<file path="config.mk">
export PLATFORM = sky130hd
export DESIGN_NAME = bin2bcd
export DESIGN_NICKNAME = d
export VERILOG_FILES = /design/src/rtl/bin2bcd.sv
export SDC_FILE = /design/constraint.sdc
export NUM_CORES = 1
export LEC_CHECK = 0
export BUFFER_PORTS_ARGS = -buffer_cell sky130_fd_sc_hd__buf_2
export CAP_MARGIN = 20
export CORE_AREA = 2 2 136 125
export DETAILED_ROUTE_END_ITERATION = 6
export DIE_AREA = 0 0 138 127
export PLACE_DENSITY = 0.4
export SLEW_MARGIN = 15
export SYNTH_ARGS = -nofsm -noshare
export SYNTH_HDL_FRONTEND = slang
export SYNTH_SLANG_ARGS = --single-unit
</file>
<file path="constraint.sdc">
create_clock -name clk -period 3 [get_ports clk]
set_input_delay 0.15 -clock clk [delete_from_list [all_inputs] [get_ports clk]]
set_output_delay 0.15 -clock clk [all_outputs]
set_load 0.005 [all_outputs]
</file>
<file path="src/rtl/bin2bcd.sv">
// bin2bcd: sequential double-dabble binary-to-BCD converter, one input bit per clock
module bin2bcd #(
    parameter int BIN_W = 20,
    parameter int NDIG  = 7
) (
    input  logic                clk,
    input  logic                reset,
    input  logic                start,
    input  logic [BIN_W-1:0]    bin,
    output logic                ready,
    output logic                done_tick,
    output logic [4*NDIG-1:0]   bcd
);
    localparam int CW = $clog2(BIN_W + 1);
    localparam logic [1:0] IDLE = 2'd0, OP = 2'd1, DONE = 2'd2;
    logic [1:0]        state;
    logic [BIN_W-1:0]  sreg;
    logic [4*NDIG-1:0] dig, adj;
    logic [CW-1:0]     cnt;
    genvar i;
    generate
        for (i = 0; i < NDIG; i++) begin : g_adj
            assign adj[4*i+:4] = (dig[4*i+:4] >= 4'd5) ? dig[4*i+:4] + 4'd3 : dig[4*i+:4];
        end
    endgenerate
    assign ready     = (state == IDLE);
    assign done_tick = (state == DONE);
    always_ff @(posedge clk) begin
        if (reset) begin
            state <= IDLE;
            sreg  <= '0;
            dig   <= '0;
            cnt   <= '0;
            bcd   <= '0;
        end else begin
            case (state)
                IDLE: if (start) begin
                    sreg  <= bin;
                    dig   <= '0;
                    cnt   <= CW'(BIN_W);
                    state <= OP;
                end
                OP: begin
                    // {digits, operand} rotates; the top digit MSB is always 0 so the refill is harmless
                    {dig, sreg} <= {adj[4*NDIG-2:0], sreg, adj[4*NDIG-1]};
                    cnt <= cnt - 1'b1;
                    if (cnt == CW'(1)) begin
                        bcd   <= {adj[4*NDIG-2:0], sreg[BIN_W-1]};
                        state <= DONE;
                    end
                end
                DONE: state <= IDLE;
                default: state <= IDLE;
            endcase
        end
    end
endmodule

</file>
# ---- After elaboration in Yosys (flattened, before gate mapping)
# Index checks and enable logic that the tools add are counted.
dict set report classes {
  add_sub_neg 8
  n_eq_ne 5
  n_lt_le_gt_ge 7
  mux 16
  reduce_logical 5
}
# op count
set op_table {}
lappend op_table {{$pmux 28 s2} 1}
lappend op_table {{$pmux 20 s2} 1}
lappend op_table {{$add 4x2->4 const B} 7}
lappend op_table {{$ge 4x3->1 const B} 7}
lappend op_table {{$mux 28} 1}
lappend op_table {{$mux 4} 7}
lappend op_table {{$mux 20} 1}
lappend op_table {{$pmux 5 s2} 1}
lappend op_table {{$reduce_and 2->1} 3}
lappend op_table {{$eq 5x1->1 const B} 1}
lappend op_table {{$mux 5} 1}
lappend op_table {{$sub 5x1->5 const B} 1}
lappend op_table {{$mux 2} 2}
lappend op_table {{$ne 2x2->1 const B} 2}
lappend op_table {{$pmux 2 s2} 1}
lappend op_table {{$eq 2x1->1 const B} 1}
lappend op_table {{$eq 2x2->1 const B} 1}
lappend op_table {{$logic_not 2->1} 1}
lappend op_table {{$reduce_bool 2->1} 1}
dict set report word_totals {
  word_cells 46
  regBits 83
}

# ---- Depth between registers and ports, before layout
# Gate-level depths: netlist of run 1.
dict set report depth {
  depth_word 3
  ltp_mapped 7
}

# ---- Least setup slack after synthesis of run 1
# Ideal clock, no wire load.
dict set report synth_timing {
  path_kind {register -> register}
  start {reg dig[20]}
  end {reg dig[22]}
  synth_period_minus_slack_ns 1.542
  setup_time_ns 0.059
  slack_ns 1.458
  arrival_ns 1.483
  path_stages_with_launch 7
  t_required_ns 2.941
  n_path_buf 0
  cell_sequence {dfxtp_1 inv_1 ha_1 nand2b_1 a21oi_1 mux2_2 a2bb2o_1}
}
dict set report synth_between {
  elab_chain_len 3
  elab_cells_between_ends 4
}
# element line_no
set synth_lines {}
lappend synth_lines {{start: declaration} 18} ;# logic [4*NDIG-1:0] dig, adj;
lappend synth_lines {{start signal: assignment} 45} ;# {dig, sreg} <= {adj[4*NDIG-2:0], sreg, adj[4*NDIG-1]};
lappend synth_lines {{$add 4x2->4 / $ge 4x3->1 (equally long branches)} 23} ;# assign adj[4*i+:4] = (dig[4*i+:4] >= 4'd5) ? dig[4*i+:4] + 4'd3 : dig[4*i+:4];
lappend synth_lines {{$mux 4 (*)} 23}
lappend synth_lines {{$pmux 28 s2 (*)} 36} ;# case (state)
# Every way passes the cells marked *; elsewhere a longest branch is shown, timed or not.
# A chain may end at the register's enable or synchronous reset.

# ---- Final worst setup path of run 1
dict set report layout_timing {
  start {reg cnt[0]}
  end {reg bcd[0]}
}
dict set report layout_between {
  elab_chain_len 2
}
# element line_no
set layout_lines {}
lappend layout_lines {{start: declaration} 19} ;# logic [CW-1:0] cnt;
lappend layout_lines {{start signal: assignment} 40} ;# cnt <= CW'(BIN_W);
lappend layout_lines {{start signal: assignment} 46} ;# cnt <= cnt - 1'b1;
lappend layout_lines {{$eq 5x1->1} 47} ;# if (cnt == CW'(1)) begin
lappend layout_lines {{$reduce_and 2->1 (no source line)} n/a}
lappend layout_lines {{end signal: assignment} 48} ;# bcd <= {adj[4*NDIG-2:0], sreg[BIN_W-1]};
lappend layout_lines {{end: declaration} 12} ;# output logic [4*NDIG-1:0] bcd
# No other way between the ends.

==> flow_summary.toml, run 1 <==
[setup_path]
r2r-end = "bcd[0]"
cpPeakStageDelay_ns = 0.46
critPathCaptureType = "flip-flop"
rrSetupSlack_ns = 1.21
worstSetupStartpoint = "cnt[0]"
cp.depth = 6
cp-start-kind = "flip-flop"
worstPathArrival_ns = 2.01
r2r_start = "cnt[0]"
critPathBufInv = 1
critical-path-top-delay-family = "buffers and inverters"
crit_path_cell_trace = "ha_1, nand4bb_4, nor3_4, buf_4, mux2i_1, nor2_1"
crit_path_end = "bcd[0]"
path_max_fanout = 41
required_ns = 3.22
r2r_cells = 6
worst-setup-path-type = "flip-flop to flip-flop"
crit_path_top_delay_cell = "buf_4"

[timing]
max_freq_mhz = 560
slew_headroom_pct = 67.0
setup_viol_count_final = 0
finalCritPeriodShare_pct = 59.5
fin_worst_skew_ns = 0.00383
hold_viol = 0
fin_crit_ns = 1.79
finalSetupTns_ns = 0
slew_viol_final = 0
worst_pin_slew_ns = 0.495
rsz0062_at_grt = "no"

[final_layout]
drive_gt1_share_pct = 19.1
post-route-util_pct = 29.5
final_cell_mix = "83 x dfxtp_1, 79 x nor2_1, 52 x buf_2, 49 x a21oi_1, 27 x nor3_1"
diodes = 0
nets = 546
area_delta_synth_final_pct = 18.9
layout_commonest_cell = "dfxtp_1"

[pwr]
peakVddDrop_mv = 0.257
p_per_area_nw_per_um2 = 540
p_int_uw = 1930
clkPwrFrac_pct = 44.9
sequentialPowerShare_pct = 45.8
leakage_uw = 0.00177
p_comb_share_pct = 9.2
netSwitchingFraction_pct = 24.4
total_power_uw = 2550
p_sw_uw = 622

[clock_tree]
cts.clk_slew.worst_paths_ns = 0.06
clk_latency_ns = 0.34
cts_resized = 0
cts_num_sinks = 83
holdBufCountCts = 0
cts-root-buf = "clkbuf_16"
numCtsBuffers = 9
ctsHtreeMaxLevel = 3
tritoncts = "yes"
clockBufferDepth = 2
post_cts_buffers = 0

[die]
die_w_um = 138
die_h_um = 127
row_count = 44
pin_count = 53
die-area_um2 = 17500
coreArea_um2 = 16000
start_util_pct = 24.9

[route]
via_per_inst = 4.57
vias = 3286
drc = 0
avgRoutedWirePerCell_um = 13.9
totalWireLength_um = 9980
dr.first_iter.drc_count = 180
dr.pass1.iters = 5
ant_nets = 0

[logic_synthesis]
synth_top_cell_by_area = "dfxtp_1"
yosysWarnings = 0
ys_top_cells_by_area = "dfxtp_1 42%, nor2_1 7.5%, a21oi_1 6.2%"
syn_nets = 504
synth_top_area_share_pct = 41.9
synth_cells = 465
synth_area_um2 = 3970
avgSynthCellArea_um2 = 8.53
synthDistinctLibCells = 37
yosysSeqAreaShare_pct = 41.9
yosys_register_bits = 83

[flow_run]
drv_cap = 0

[outcome]
status = "finished clean"

[place]
place_hpwl_um = 6490
gp_congestion = 0.711
port_buffers = 52

[hold_path]
hold_depth = 3
hold_class = "input pin to flip-flop"

[global_route]
grt_use_total_pct = 11.9
grt_pass1_vias = 3327
antenna_found_initial = 0
grt_start_max_net_pins = 42
grt_pass1_wl_um = 16800
gr-total-overflow = 0
[state kept, by name, indices dropped and copies added, names as in the netlist]
name,cells
state,2
bcd,28
sreg,20
dig,28
cnt,5
[synth_stat cells (all sizes together)]
library cell and number:
nand2b 24, buf 20, nand4bb 1, nand3b 1
nand2 2, xnor2 7, nand3 8, nor2 80
inv 19, clkbuf 11, o22ai 15, o32ai 1
o2bb2ai 18, o21ai 16, nor2b 20, or2 1
a211oi 16, and2 1, a21oi 49, a311oi 1
ha 16, nor3 28, nor3b 15, a22oi 2
a2bb2o 1, dfxtp 83, mux2 7, mux2i 1
and4b 1
[cell families (layout without fill, tap and decap cells)]
family / Yosys count / in the layout / share of synthesized area (%)
AND/OR/NAND/NOR: 182 / 182 / 23.9
XOR/XNOR: 7 / 7 / 1.55
adder cells (fa/ha/maj): 16 / 16 / 5.05
multiplexers: 8 / 8 / 2.24
AO/OA/AOI/OAI: 119 / 119 / 19.8
flip-flops: 83 / 83 / 41.9
buffers and inverters: 50 / 97 / 5.58
[worst min-delay path, stage by stage]
cell,delay [ns]
buf_2,0.09
a22oi_1,0.08
o22ai_1,0.14
[through the flow]
stage          hold WS, ns  cell area, µm²  setup slack (ns)  cells
2_1_floorplan        0.343            3970              1.46    465
6_report             0.175            4720              1.21    719
5_1_grt              0.166            4720              1.03    719
4_1_cts              0.152            4720              1.19    719
3_5_place_dp         0.455            4410              1.22    703
3_3_place_gp         0.451            4410              1.25    703
[worst min-delay path by stage]
stage	endpoint	from
6_report	sreg[0]	bin[0]
5_1_grt	sreg[0]	bin[0]
4_1_cts	sreg[0]	bin[0]
2_1_floorplan	sreg[0]	bin[0]
3_5_place_dp	sreg[11]	sreg[11]
3_3_place_gp	sreg[11]	sreg[11]
[layer usage]
metal  GRT usage [%]  wire [µm]  up-vias  part of all wire [%]
met5               0          0        -                     0
met4            4.32        148        0                   1.5
met3            2.77        291       12                   2.9
met2            19.6       4460       39                    45
met1            15.4       5080     1542                    51
li1                -          -     1693                     -
[power groups by stage]
stage / sequential [µW] / combinational [µW] / clock [µW]
global placement: 1190 / 236 / 0
detailed placement: 1190 / 239 / 0
finish: 1170 / 236 / 1150
CTS: 1170 / 241 / 1190
global route: 1170 / 268 / 1250
floorplan: 1190 / 173 / 0
[final cells by class]
cell class	count	area, µm²
Clock buffer	12	256
Tap cell	207	259
Clock inverter	4	48.8
Timing Repair Buffer	62	335
Multi-Input combinational cell	332	2080
Sequential cell	83	1660
Inverter	19	71.3
Fill cell	1726	11200
(Power assumes the default switching activity.)
==> run 2, diff against run 1 <==
==> constraint.sdc (replaced) <==
create_clock -name clk -period 1.75 [get_ports clk]
set_input_delay 0.0875 -clock clk [delete_from_list [all_inputs] [get_ports clk]]
set_output_delay 0.0875 -clock clk [all_outputs]
set_load 0.005 [all_outputs]
==> run 2 against run 1 <==
Hold slack worse by 0.090 ns. Via count grew 1.5%. Worst setup slack worse by 1.1 ns. Cell count grew 0.70%. Final area up 2.1%. Critical path type unchanged.
==> flow_summary.toml, run 2 (synthesis results as in run 1) <==
[final_layout]
seq_area_um2 = 1660
instances_no_fill = 724
final_cell_mix = "83 x dfxtp_1, 79 x nor2_1, 52 x buf_2, 43 x a21oi_1, 27 x nor3_1"
diodes = 0
area_delta_synth_final_pct = 21.4
top_regs = "bcd (28), dig (28), sreg (20)"
multi_input_area_um2 = 2110
drive_gt1_share_pct = 21.3
nets = 551
layout_commonest_cell = "dfxtp_1"
nFillCells = 1730
post-route-util_pct = 30.2

[setup_path]
r2r_start = "dig[20]"
worst-setup-path-type = "flip-flop to flip-flop"
r2r_cells = 6
required_ns = 2.04
critPathCaptureType = "flip-flop"
r2r-end = "dig[22]"
worstSetupStartpoint = "dig[20]"
rrSetupSlack_ns = 0.13
cp-start-kind = "flip-flop"
path_max_fanout = 5
worstPathArrival_ns = 1.91
crit_path_end = "dig[22]"

[global_route]
grt_pass1_wl_um = 16500
gr-total-overflow = 0
antenna_found_initial = 0
grt_start_max_net_pins = 46
grt_use_total_pct = 11.7
grt_pass1_vias = 3209
globalRoute.busiestLayer = "met2"
use_met3_pct = 3.22
grt_use_met2_pct = 18.6
use_met1_pct = 15.2

[timing]
setup_viol_count_final = 0
finalWorstSetupSlack_ns = 0.130
whs_ns = 0.0842
slew_viol_final = 0
max_freq_mhz = 617
slew_headroom_pct = 70.6
fin_worst_skew_ns = 0.00758
fin_crit_ns = 1.62
worst_pin_slew_ns = 0.442
finalSetupTns_ns = 0
finalCritPeriodShare_pct = 92.6
rsz0062_at_grt = "no"
hold_viol = 0

[flow_run]
drv_cap = 0

[route]
via_per_inst = 4.61
avgRoutedWirePerCell_um = 14.0
dr.pass1.iters = 4
ant_nets = 0
totalWireLength_um = 10100
drc = 0
dr.first_iter.drc_count = 148
vias = 3335

[pwr]
p_comb_share_pct = 9.6
clkPwrFrac_pct = 45.0
leakage_uw = 0.00181
peakVddDrop_mv = 0.461
sequentialPowerShare_pct = 45.4
p_int_uw = 3320
p_per_area_nw_per_um2 = 915
p_sw_uw = 1090
netSwitchingFraction_pct = 24.7

[place]
pre_cts_ws_ns = 0.0985
place_hpwl_um = 6600
gp_congestion = 0.765
port_buffers = 52
dp.cells = 708

[clock_tree]
cts_num_sinks = 83
cts-root-buf = "clkbuf_16"
ctsHtreeMaxLevel = 3
tritoncts = "yes"
holdBufCountCts = 0
clockBufferDepth = 2
clk_latency_ns = 0.35
cts.clk_slew.worst_paths_ns = 0.06
numCtsBuffers = 9

[die]
row_count = 44
die_h_um = 127
die_w_um = 138
die-area_um2 = 17500
start_util_pct = 24.9
coreArea_um2 = 16000
pin_count = 53

[hold_path]
hold_class = "input pin to flip-flop"

[outcome]
status = "finished clean"
==> run 2: cell count changes in the layout (fill, tap and decap cells not counted), sizes merged <==
cell  previous run  this run
buf             62        67
==> run 2: layout make-up <==
type | instances | share of cell area (%)
Inverter | 19 | 1.48
Sequential cell | 83 | 34.5
Multi-Input combinational cell | 332 | 43.8
Clock inverter | 4 | 1.01
Tap cell | 207 | 5.38
Timing Repair Buffer | 67 | 8.52
Clock buffer | 12 | 5.32
==> run 2: routing by layer <==
metal  routed length (µm)  part of all wire, %
met3                  343                  3.4
met5                    0                    0
met2                 4600                   45
met1                 5020                   50
met4                  167                  1.6
==> run 2: power groups by stage <==
stage          Sequential, µW  Clock, µW  Combinational (µW)
4_1_cts                  2000       2040                 432
6_report                 2000       1980                 423
2_1_floorplan            2030          0                 297
3_3_place_gp             2050          0                 425
5_1_grt                  2010       2110                 479
3_5_place_dp             2050          0                 430
==> run 2: worst min-delay path by stage <==
| stage | slack [ns] | cells past startpoint | start | to |
|---|---|---|---|---|
| 2_1_floorplan | 0.28 | 2 | bin[0] | sreg[0] |
| 3_3_place_gp | 0.45 | 2 | sreg[11] | sreg[11] |
| 3_5_place_dp | 0.45 | 2 | sreg[11] | sreg[11] |
| 4_1_cts | 0.09 | 3 | bin[0] | sreg[0] |
| 5_1_grt | 0.09 | 3 | bin[0] | sreg[0] |
| 6_report | 0.08 | 3 | bin[0] | sreg[0] |
==> run 2: what timing repair did <==
item                       in CTS  in global routing
setup endpoints to repair       0                 10
resized for setup               0                  7
buffers inserted                0                  0
==> run 2: per-stage QoR <==
step,total power (µW),cell area [µm²]
global route,4600,4820
finish,4410,4820
global placement,2470,4490
floorplan,2330,3970
detailed placement,2480,4490
CTS,4480,4790
==> run 2: critical path, stage by stage, from the launching register on <==
cell and delay (ns):
dfxtp_1 0.33, inv_1 0.10, ha_1 0.23, nand2b_1 0.10, a21oi_2 0.20, mux2_2 0.36
a2bb2o_1 0.24
